`src/rtl/source_scanner_if.sv`:
```
// source_scanner_if: control, MUX-side and status signals of the source scanner.
//   slave  modport: used by source_scanner (consumes start/config/mux_valid, drives the rest)
//   master modport: used by the controlling agent
// Signals:
//   start_i, abort_i, mode_i, cont_i        run control and mode
//   fixed_i, first_i, last_i, dwell_i       source selection and dwell configuration
//   mux_valid_i                             MUX output valid
//   mux_enable_o, mux_select_o              MUX drive
//   strobe_o, tag_o                         keep strobe and source tag of the current MUX sample
//   busy_o, done_o, cfg_err_o               status
interface source_scanner_if #(
    parameter int unsigned SBITS = 5,
    parameter int unsigned CBITS = 8
);
    logic             start_i;
    logic             abort_i;
    logic             mode_i;
    logic             cont_i;
    logic [SBITS-1:0] fixed_i;
    logic [SBITS-1:0] first_i;
    logic [SBITS-1:0] last_i;
    logic [CBITS-1:0] dwell_i;
    logic             mux_valid_i;
    logic             mux_enable_o;
    logic [SBITS-1:0] mux_select_o;
    logic             strobe_o;
    logic [SBITS-1:0] tag_o;
    logic             busy_o;
    logic             done_o;
    logic             cfg_err_o;

    modport master (
        output start_i, abort_i, mode_i, cont_i, fixed_i, first_i, last_i, dwell_i, mux_valid_i,
        input  mux_enable_o, mux_select_o, strobe_o, tag_o, busy_o, done_o, cfg_err_o
    );

    modport slave (
        input  start_i, abort_i, mode_i, cont_i, fixed_i, first_i, last_i, dwell_i, mux_valid_i,
        output mux_enable_o, mux_select_o, strobe_o, tag_o, busy_o, done_o, cfg_err_o
    );
endinterface

```
`src/rtl/source_scanner.sv`:
```
// source_scanner: sequences the signal-source MUX through a scan range or holds a fixed
// source, inserts guard cycles after every select change, dwells a programmed number of
// samples per source and tags each MUX output sample with its source and a keep strobe.
// Ports:
//   clock_i  sampling-domain clock
//   reset_i  asynchronous active-high reset
//   bus      source_scanner_if.slave (control, configuration, MUX drive, tags, status)
module source_scanner #(
    parameter int unsigned WIDTH   = 24,
    parameter int unsigned SBITS   = 5,
    parameter int unsigned CBITS   = 8,
    parameter int unsigned GUARD   = 2,
    parameter int unsigned LATENCY = 2
) (
    input logic            clock_i,
    input logic            reset_i,
    source_scanner_if.slave bus
);
    localparam int unsigned      GBITS    = (GUARD > 1) ? $clog2(GUARD) : 1;
    localparam logic [GBITS-1:0] GuardLoad = GBITS'((GUARD > 0) ? GUARD - 1 : 0);
    localparam logic [SBITS-1:0] MaxIdx    = SBITS'(WIDTH - 1);

    typedef enum logic [1:0] {StIdle, StGuard, StDwell} state_e;

    // State entered after any select change; with no guard the dwell starts at once.
    localparam state_e StSwitch = (GUARD == 0) ? StDwell : StGuard;

    state_e           state_q, state_d;
    logic [SBITS-1:0] sel_q, sel_d;
    logic [GBITS-1:0] guard_cnt_q, guard_cnt_d;
    logic [CBITS-1:0] dwell_cnt_q, dwell_cnt_d;
    logic             done_q, done_d;
    logic             cfg_err_q, cfg_err_d;
    logic             mode_q, mode_d;
    logic             cont_q, cont_d;
    logic [SBITS-1:0] first_q, first_d;
    logic [SBITS-1:0] last_q, last_d;
    logic [CBITS-1:0] dwell_q, dwell_d;
    logic             cfg_ok;
    logic             abort_go;

    // Keep/tag delay line matching the MUX select-to-output latency; index LATENCY-1 is the tail.
    logic [LATENCY-1:0]            keep_q;
    logic [LATENCY-1:0][SBITS-1:0] tag_q;

    assign abort_go = bus.abort_i && (state_q != StIdle);

    always_comb begin
        state_d     = state_q;
        sel_d       = sel_q;
        guard_cnt_d = GuardLoad;
        dwell_cnt_d = dwell_cnt_q;
        done_d      = 1'b0;
        cfg_err_d   = cfg_err_q;
        mode_d      = mode_q;
        cont_d      = cont_q;
        first_d     = first_q;
        last_d      = last_q;
        dwell_d     = dwell_q;
        cfg_ok      = bus.mode_i ? ((bus.first_i <= bus.last_i) && (bus.last_i <= MaxIdx))
                                 : (bus.fixed_i <= MaxIdx);
        unique case (state_q)
            StIdle: begin
                // Abort in the same cycle suppresses the start.
                if (bus.start_i && !bus.abort_i) begin
                    if (cfg_ok) begin
                        cfg_err_d   = 1'b0;
                        mode_d      = bus.mode_i;
                        cont_d      = bus.cont_i;
                        first_d     = bus.first_i;
                        last_d      = bus.last_i;
                        dwell_d     = bus.dwell_i;
                        dwell_cnt_d = bus.dwell_i;
                        sel_d       = bus.mode_i ? bus.first_i : bus.fixed_i;
                        state_d     = StSwitch;
                    end else begin
                        cfg_err_d = 1'b1;
                    end
                end
            end
            StGuard: begin
                dwell_cnt_d = dwell_q;
                if (bus.abort_i) begin
                    state_d = StIdle;
                end else if (guard_cnt_q == '0) begin
                    state_d = StDwell;
                end else begin
                    guard_cnt_d = guard_cnt_q - 1'b1;
                end
            end
            StDwell: begin
                if (bus.abort_i) begin
                    state_d = StIdle;
                end else if (mode_q) begin
                    // Fixed mode never leaves the dwell; only scan mode counts samples.
                    if (dwell_cnt_q == '0) begin
                        dwell_cnt_d = dwell_q;
                        state_d     = StSwitch;
                        if (sel_q != last_q) begin
                            sel_d = sel_q + 1'b1;
                        end else begin
                            done_d = 1'b1;
                            if (cont_q) begin
                                sel_d = first_q;
                            end else begin
                                state_d = StIdle;
                            end
                        end
                    end else begin
                        dwell_cnt_d = dwell_cnt_q - 1'b1;
                    end
                end
            end
            default: state_d = StIdle;
        endcase
    end

    always_ff @(posedge clock_i or posedge reset_i) begin
        if (reset_i) begin
            state_q     <= StIdle;
            sel_q       <= '0;
            guard_cnt_q <= '0;
            dwell_cnt_q <= '0;
            done_q      <= 1'b0;
            cfg_err_q   <= 1'b0;
            mode_q      <= 1'b0;
            cont_q      <= 1'b0;
            first_q     <= '0;
            last_q      <= '0;
            dwell_q     <= '0;
            keep_q      <= '0;
            tag_q       <= '0;
        end else begin
            state_q     <= state_d;
            sel_q       <= sel_d;
            guard_cnt_q <= guard_cnt_d;
            dwell_cnt_q <= dwell_cnt_d;
            done_q      <= done_d;
            cfg_err_q   <= cfg_err_d;
            mode_q      <= mode_d;
            cont_q      <= cont_d;
            first_q     <= first_d;
            last_q      <= last_d;
            dwell_q     <= dwell_d;
            // An abort wipes every in-flight keep bit so nothing strobes after it.
            keep_q[0]   <= (state_q == StDwell) && !abort_go;
            tag_q[0]    <= sel_q;
            for (int unsigned i = 1; i < LATENCY; i++) begin
                keep_q[i] <= keep_q[i-1] && !abort_go;
                tag_q[i]  <= tag_q[i-1];
            end
        end
    end

    assign bus.mux_enable_o = (state_q != StIdle);
    assign bus.busy_o       = (state_q != StIdle);
    assign bus.mux_select_o = sel_q;
    assign bus.done_o       = done_q;
    assign bus.cfg_err_o    = cfg_err_q;
    assign bus.strobe_o     = bus.mux_valid_i && keep_q[LATENCY-1];
    assign bus.tag_o        = tag_q[LATENCY-1];
endmodule

```
`src/flat_wrapper.sv`:
```
// flat-port wrapper written by rule: the top's interface ports become plain ports
module source_scanner_flat 
#(
    parameter int unsigned WIDTH   = 24,
    parameter int unsigned SBITS   = 5,
    parameter int unsigned CBITS   = 8,
    parameter int unsigned GUARD   = 2,
    parameter int unsigned LATENCY = 2
)
  (clock_i, reset_i, bus_start_i, bus_abort_i, bus_mode_i, bus_cont_i, bus_fixed_i, bus_first_i, bus_last_i, bus_dwell_i, bus_mux_valid_i, bus_mux_enable_o, bus_mux_select_o, bus_strobe_o, bus_tag_o, bus_busy_o, bus_done_o, bus_cfg_err_o);
  source_scanner_if #(.SBITS(SBITS), .CBITS(CBITS)) bus_i ();
  input logic clock_i;
  input logic reset_i;
  input wire logic [$bits(bus_i.start_i)-1:0] bus_start_i;
  input wire logic [$bits(bus_i.abort_i)-1:0] bus_abort_i;
  input wire logic [$bits(bus_i.mode_i)-1:0] bus_mode_i;
  input wire logic [$bits(bus_i.cont_i)-1:0] bus_cont_i;
  input wire logic [$bits(bus_i.fixed_i)-1:0] bus_fixed_i;
  input wire logic [$bits(bus_i.first_i)-1:0] bus_first_i;
  input wire logic [$bits(bus_i.last_i)-1:0] bus_last_i;
  input wire logic [$bits(bus_i.dwell_i)-1:0] bus_dwell_i;
  input wire logic [$bits(bus_i.mux_valid_i)-1:0] bus_mux_valid_i;
  output wire logic [$bits(bus_i.mux_enable_o)-1:0] bus_mux_enable_o;
  output wire logic [$bits(bus_i.mux_select_o)-1:0] bus_mux_select_o;
  output wire logic [$bits(bus_i.strobe_o)-1:0] bus_strobe_o;
  output wire logic [$bits(bus_i.tag_o)-1:0] bus_tag_o;
  output wire logic [$bits(bus_i.busy_o)-1:0] bus_busy_o;
  output wire logic [$bits(bus_i.done_o)-1:0] bus_done_o;
  output wire logic [$bits(bus_i.cfg_err_o)-1:0] bus_cfg_err_o;
  assign bus_i.start_i = bus_start_i;
  assign bus_i.abort_i = bus_abort_i;
  assign bus_i.mode_i = bus_mode_i;
  assign bus_i.cont_i = bus_cont_i;
  assign bus_i.fixed_i = bus_fixed_i;
  assign bus_i.first_i = bus_first_i;
  assign bus_i.last_i = bus_last_i;
  assign bus_i.dwell_i = bus_dwell_i;
  assign bus_i.mux_valid_i = bus_mux_valid_i;
  assign bus_mux_enable_o = bus_i.mux_enable_o;
  assign bus_mux_select_o = bus_i.mux_select_o;
  assign bus_strobe_o = bus_i.strobe_o;
  assign bus_tag_o = bus_i.tag_o;
  assign bus_busy_o = bus_i.busy_o;
  assign bus_done_o = bus_i.done_o;
  assign bus_cfg_err_o = bus_i.cfg_err_o;
  source_scanner #(.WIDTH(WIDTH), .SBITS(SBITS), .CBITS(CBITS), .GUARD(GUARD), .LATENCY(LATENCY)) u_core (.clock_i(clock_i), .reset_i(reset_i), .bus(bus_i));
endmodule
```
`config.mk`:
```
export PLATFORM = sky130hd
export DESIGN_NAME = source_scanner_flat
export DESIGN_NICKNAME = d
export VERILOG_FILES = /design/src/rtl/source_scanner_if.sv /design/src/rtl/source_scanner.sv /design/src/flat_wrapper.sv
export SDC_FILE = /design/constraint.sdc
export NUM_CORES = 1
export LEC_CHECK = 0
export CAP_MARGIN = 25
export CORE_MARGIN = 5
export CORE_UTILIZATION = 25
export DETAILED_ROUTE_END_ITERATION = 10
export SYNTH_ARGS = -nofsm -noshare
export SYNTH_HDL_FRONTEND = slang
export SYNTH_SLANG_ARGS = --single-unit
```
`constraint.sdc`:
```
create_clock -name clock_i -period 2.4 [get_ports clock_i]
set_input_delay 0.72 -clock clock_i [delete_from_list [all_inputs] [get_ports clock_i]]
set_output_delay 0.72 -clock clock_i [all_outputs]
set_load 0.005 [all_outputs]
```
==> metrics, run 1 <==
maximum clock rate=0.428 GHz; Lkg Pwr=approximately 1.6 nW; total setup violations reported at the end of the flow=0; count of state elements after synthesis=50; fraction of post-synthesis cell area in the top cell type by area=44.5%; first-pass GRT wire length=about 12000 um; Post-synth EDFFs=0; total inserted antenna cells=0; footprint of the flip-flops and latches=1250 um^2; Worst Path Class, Setup=in2reg; Critical Path Sink Type=register; Final Cycle Share=97.4%; number of inserted filler cells in the final layout=1102; initial antenna violation count=0; Async S/R FF share, synth=100%; remaining design rule violation count=0; main area contributors after synthesis=sky130_fd_sc_hd__dfrtp_1 (45%), sky130_fd_sc_hd__mux2_2 (13%), sky130_fd_sc_hd__ha_1 (5.3%); status=finished, final reports clean; Data required, critical path=2.57 ns; top routing layer used=met4; peak fanout along the critical path=8; Iter 0 DRT Violations=80; DRT Pass-1 Iters=4; Worst slew margin=slightly above 60%; Setup Skew=~0.010 ns; final net count=363; routability congestion estimate=0.867; level count of the clock H-tree=2; list of cells traversed by the critical path=dlygate4sd2_1, inv_1, ha_1, a21bo_2, o21a_4, o221ai_4, o311ai_4, mux2_4; core utilization of the finished layout=35.0%; maximum number of pins on one net before global-route repair=roughly 50; startpoint type of the worst setup path=input pin; area delta synth->final=36.4%; library cell occupying the most area in the post-synthesis netlist=sky130_fd_sc_hd__dfrtp_1; number of buffers between clock root and the deepest sink=2; placement-stage cell area=~3500 um^2; Tightest Pin Transition=0.589 ns; mean post-synth cell area=~11 um^2; routed wire length on met3=414 um; slowest stage delay, CP=0.36 ns; Gate Count Post-Synth=251; detailed-route wire length per cell=between 10 and 15 um; die boundary height=116 um; CTS Buf Count=5; Yosys warning total=0; GRT overflow=0; final instance count without filler cells=462; post-placement worst setup slack=-0.629 ns; portion of the post-synthesis area used by sequential elements=~45%; post-synthesis instance area=between 2000 and 3000 um^2; die area=13500 um^2; hold buffer count at cts=0; sinks on the clock net=50; Worst-path clk slew=approximately 0.06 ns; top_reg_cell synth=sky130_fd_sc_hd__dfrtp_1; worst skew pair latency=0.29 ns; worst path arrival time=2.51 ns; Power Dens Cells=between 1000 and 1500 nW/um^2; fraction of final layout cells with drive strength greater than 1=between 20 and 30%; max-cap violations=0; Placed Cells=448; floorplan die width=approximately 120 um; initial core utilization=roughly 26%; total power=4.46 mW; I/O pin count=45; area occupied by multi-input gates=1480 um^2; combined global-route utilization of all metal layers=10.9%; path category of the worst min-delay check=reg2reg; Final Worst Setup Slack=0.0612 ns; number of library cell types mapped by synthesis=56; # port buffers=44; TritonCTS clock tree=yes; total vias in the final route=2211; antenna violation net count after detailed routing=0; Tmin final=2.34 ns; most common cell after layout, fill and taps aside=sky130_fd_sc_hd__dfrtp_1; area of the placeable core=10900 um^2; sum of net half-perimeters after detailed placement=slightly above 5000 um; Root Buffer Master=sky130_fd_sc_hd__clkbuf_16; vias in the first global route=2304; wl on met1=3160 um; Pins Over Slew Limit=0; Max VDD drop=roughly 0.42 mV; post-detailed-routing wire length=roughly 6900 um; average via count per standard cell=4.79; top library cells by usage in the layout, fill and taps aside=sky130_fd_sc_hd__dfrtp_1 (50), sky130_fd_sc_hd__clkdlybuf4s50_1 (33), sky130_fd_sc_hd__mux2_2 (30); Final Hold Fails=0; count of standard-cell rows=38; met2 routed wirelength=3220 um; net count after synthesis=293; setup repair after global routing missed its margin=true; post-route standard cell area excluding fillers=3830 um^2; critical path's slowest cell=sky130_fd_sc_hd__mux2_4
-- report_power, final --
group          total [mW]  switching (mW)  internal [mW]
sequential           1.60           0.348           1.25
clock               0.817           0.323          0.494
combinational        2.04           0.933           1.11
-- cell usage after synthesis, types with 3 or more instances --
cell and count:
sky130_fd_sc_hd__a211oi_1 6, sky130_fd_sc_hd__a21oi_1 10, sky130_fd_sc_hd__a22oi_1 3, sky130_fd_sc_hd__a31oi_1 4, sky130_fd_sc_hd__buf_2 3, sky130_fd_sc_hd__buf_4 6, sky130_fd_sc_hd__dfrtp_1 50, sky130_fd_sc_hd__ha_1 12
sky130_fd_sc_hd__inv_1 16, sky130_fd_sc_hd__mux2_2 32, sky130_fd_sc_hd__mux2i_1 5, sky130_fd_sc_hd__nand2_1 17, sky130_fd_sc_hd__nand3_1 7, sky130_fd_sc_hd__nor2_1 9, sky130_fd_sc_hd__nor2b_1 6, sky130_fd_sc_hd__o21ai_0 4
sky130_fd_sc_hd__o31ai_1 3, sky130_fd_sc_hd__xnor2_1 6, sky130_fd_sc_hd__xor2_1 5
-- critical path: cells and delay by family --
family                   cells  cell delay, ns
AO/OA/AOI/OAI                4            0.90
adder cells (fa/ha/maj)      1            0.26
buffers and inverters        2            0.26
multiplexers                 1            0.36
-- flip-flops by register name (all words and copies together) (netlist names) --
| name | cells |
|---|---|
| u_core.dwell_q | 8 |
| u_core.guard_cnt_q | 1 |
| u_core.tag_q | 5 |
| u_core.bus.tag_o | 5 |
| u_core.dwell_cnt_q | 8 |
| u_core.keep_q | 2 |
| u_core.state_q | 2 |
| u_core.mode_q | 1 |
| u_core.first_q | 5 |
| u_core.cont_q | 1 |
| u_core.bus.done_o | 1 |
| u_core.bus.mux_select_o | 5 |
| u_core.bus.cfg_err_o | 1 |
| u_core.last_q | 5 |
-- through the flow --
step	hold slack (ns)	TNS [ns]
floorplan	0.331	0
global placement	0.333	-16.77
detailed placement	0.336	-16.70
CTS	0.351	0
global route	0.359	-0.000779
finish	0.348	0
-- repair_timing --
action | 4_1_cts | 5_1_grt
buffers inserted | 3 | 3
setup endpoints to repair | 38 | 34
pin swaps | 7 | 5
gates resized for setup | 29 | 3
-- kinds of logic after synthesis --
| kind of cell | share of synthesized area [%] |
|---|---|
| buffers and inverters | 5.83 |
| multiplexers | 14.6 |
| XOR/XNOR | 3.43 |
| AND/OR/NAND/NOR | 12.7 |
| adder cells (fa/ha/maj) | 5.34 |
| flip-flops | 44.5 |
| AO/OA/AOI/OAI | 13.5 |
-- cell type report --
type	instances	area share [%]
multi-input cells	172	38.7
flip-flops and latches	50	32.6
repair buffers	76	18.1
inverters	16	1.57
clock buffers	5	3.26
well taps	140	4.57
clock inverters	3	1.14
-- final timing paths --
check	cells after the start	endpoint	slack [ns]	startpoint
setup / recovery	8	u_core.dwell_cnt_q[2]	0.06	bus_first_i[0]
hold / removal	0	u_core.bus.tag_o[0]	0.35	u_core.tag_q[0]
setup reg to reg	7	u_core.bus.mux_select_o[4]	0.22	u_core.dwell_cnt_q[0]
min in group asynchronous	3	u_core.dwell_q[0]	0.79	reset_i
max in group asynchronous	3	u_core.bus.tag_o[0]	1.37	reset_i
hold reg to reg	0	u_core.bus.tag_o[0]	0.35	u_core.tag_q[0]
-- metal layers --
layer	track usage (%)	vias to the layer above
met2	17.5	73
li1	-	1051
met3	2.66	11
met1	14.7	1076
met5	0	-
met4	3.09	0
Power figures use the tool's default switching activity.
==> run 2: changes to the inputs <==
==> constraint.sdc (replaced) <==
create_clock -name clock_i -period 2.4 [get_ports clock_i]
set_input_delay 0.36 -clock clock_i [delete_from_list [all_inputs] [get_ports clock_i]]
set_output_delay 0.36 -clock clock_i [all_outputs]
set_load 0.005 [all_outputs]
==> metrics, run 2 (synthesized netlist as in run 1, its figures left out) <==
Iter 0 DRT Violations=88; maximum clock rate=0.436 GHz; number of inserted filler cells in the final layout=1132; most common cell after layout, fill and taps aside=sky130_fd_sc_hd__dfrtp_1; Tmin final=between 2 and 2.5 ns; I/O pin count=45; post-detailed-routing wire length=6650 um; fraction of final layout cells with drive strength greater than 1=26.4%; Tightest Pin Transition=~0.55 ns; vias in the first global route=2205; maximum number of pins on one net before global-route repair=33; initial antenna violation count=0; startpoint type of the worst setup path=input pin; Final Cycle Share=95.6%; final sum of negative setup slack=0 ns; Lkg Pwr=approximately 1.6 nW; Top Registers=u_core.dwell_cnt_q: 8 flops, u_core.dwell_q: 8 flops; max-cap violations=0; Max VDD drop=0.439 mV; combined global-route utilization of all metal layers=10.4%; count of standard-cell rows=38; Critical Path Sink Type=register; Power Dens Cells=1170 nW/um^2; peak fanout along the critical path=8; area delta synth->final=33.1%; die boundary height=116 um; Root Buffer Master=sky130_fd_sc_hd__clkbuf_16; initial core utilization=25.7%; Worst slew margin=63.4%; top routing layer used=met4; top library cells by usage in the layout, fill and taps aside=sky130_fd_sc_hd__dfrtp_1 (50), sky130_fd_sc_hd__clkdlybuf4s50_1 (44), sky130_fd_sc_hd__mux2_2 (32); setup repair after global routing missed its margin=true; CTS Buf Count=5; Data required, critical path=between 2 and 3 ns; path category of the worst min-delay check=reg2reg; worst path arrival time=2.47 ns; number of buffers between clock root and the deepest sink=2; met2 routed wirelength=between 3000 and 4000 um; detailed-route wire length per cell=approximately 15 um; GRT overflow=0; routed wire length on met3=301 um; floorplan die width=116 um; total inserted antenna cells=0; Setup Skew=about 0.007 ns; TritonCTS clock tree=yes; wl on met1=3260 um; sinks on the clock net=50; Worst Path Class, Setup=in2reg; first-pass GRT wire length=11100 um; DRT Pass-1 Iters=4; routability congestion estimate=just under 0.9; final net count=359; remaining design rule violation count=0; Worst-path clk slew=0.07 ns; antenna violation net count after detailed routing=0; average via count per standard cell=4.67; level count of the clock H-tree=2; die area=13500 um^2; Pins Over Slew Limit=0; area of the placeable core=roughly 11000 um^2; # port buffers=between 40 and 50; worst skew pair latency=0.29 ns; sum of net half-perimeters after detailed placement=roughly 5000 um; total setup violations reported at the end of the flow=0; Final Hold Fails=0; total vias in the final route=2138; core utilization of the finished layout=roughly a third; status=finished, final reports clean; hold buffer count at cts=0
-- run 2: per-layer routing --
| layer | up-vias | GRT usage (%) |
|---|---|---|
| met1 | 1030 | 14.4 |
| met3 | 9 | 2.35 |
| met4 | 0 | 4.25 |
| met5 | - | 0 |
| li1 | 1038 | - |
| met2 | 61 | 15.8 |
-- run 2: what timing repair did --
item,in CTS,in global routing
resized for setup,0,4
setup endpoints to repair,0,13
setup buffers,0,2
-- run 2: path summary, 6_finish.rpt --
path                                  startpoint                          to  cells past startpoint  slack, ns
hold reg to reg                  u_core.tag_q[3]         u_core.bus.tag_o[3]                      0       0.35
hold / removal                   u_core.tag_q[3]         u_core.bus.tag_o[3]                      0       0.35
setup reg to reg           u_core.dwell_cnt_q[0]  u_core.bus.mux_select_o[4]                      7       0.26
max in group asynchronous                reset_i           u_core.bus.done_o                      3       1.46
setup / recovery                   bus_last_i[2]           u_core.first_q[3]                     10       0.11
min in group asynchronous                reset_i           u_core.dwell_q[2]                      2       0.39
-- run 2: report_power, final --
part	leakage (nW)	switching [mW]	internal, mW
clock network	0.0842	0.326	0.494
registers	0.596	0.345	1.25
logic	0.873	0.892	1.07
total	1.55	1.56	2.81
-- run 2: cell type report --
type	count	area, um^2	area share (%)
clock buffer	5	125	3.35
clock inverter	3	43.8	1.17
sequential	50	1250	33.5
timing repair buffer	72	663	17.7
tap	140	175	4.68
inverter	16	60.1	1.61
multi-input combinational	172	1420	38.0
-- run 2: worst max-delay path, stage by stage --
cell	delay, ns
sky130_fd_sc_hd__clkdlybuf4s50_1	0.49
sky130_fd_sc_hd__inv_1	0.05
sky130_fd_sc_hd__ha_1	0.32
sky130_fd_sc_hd__a211oi_2	0.22
sky130_fd_sc_hd__o211ai_1	0.14
sky130_fd_sc_hd__buf_4	0.16
sky130_fd_sc_hd__o22ai_2	0.15
sky130_fd_sc_hd__nand2_1	0.11
sky130_fd_sc_hd__buf_4	0.20
sky130_fd_sc_hd__mux2_2	0.28
-- run 2: stage by stage --
step	total power, mW	instance area (um^2)	cells	hold WS [ns]	setup WS [ns]
after CTS	4.34	3700	456	0.352	0.00171
after detailed placement	3.51	3530	448	0.336	-0.308
final	4.37	3740	458	0.350	0.105
after global routing	4.71	3740	458	0.361	-0.0261
after global placement	3.46	3530	448	0.333	-0.238
after floorplan	2.86	2810	251	0.331	0.392
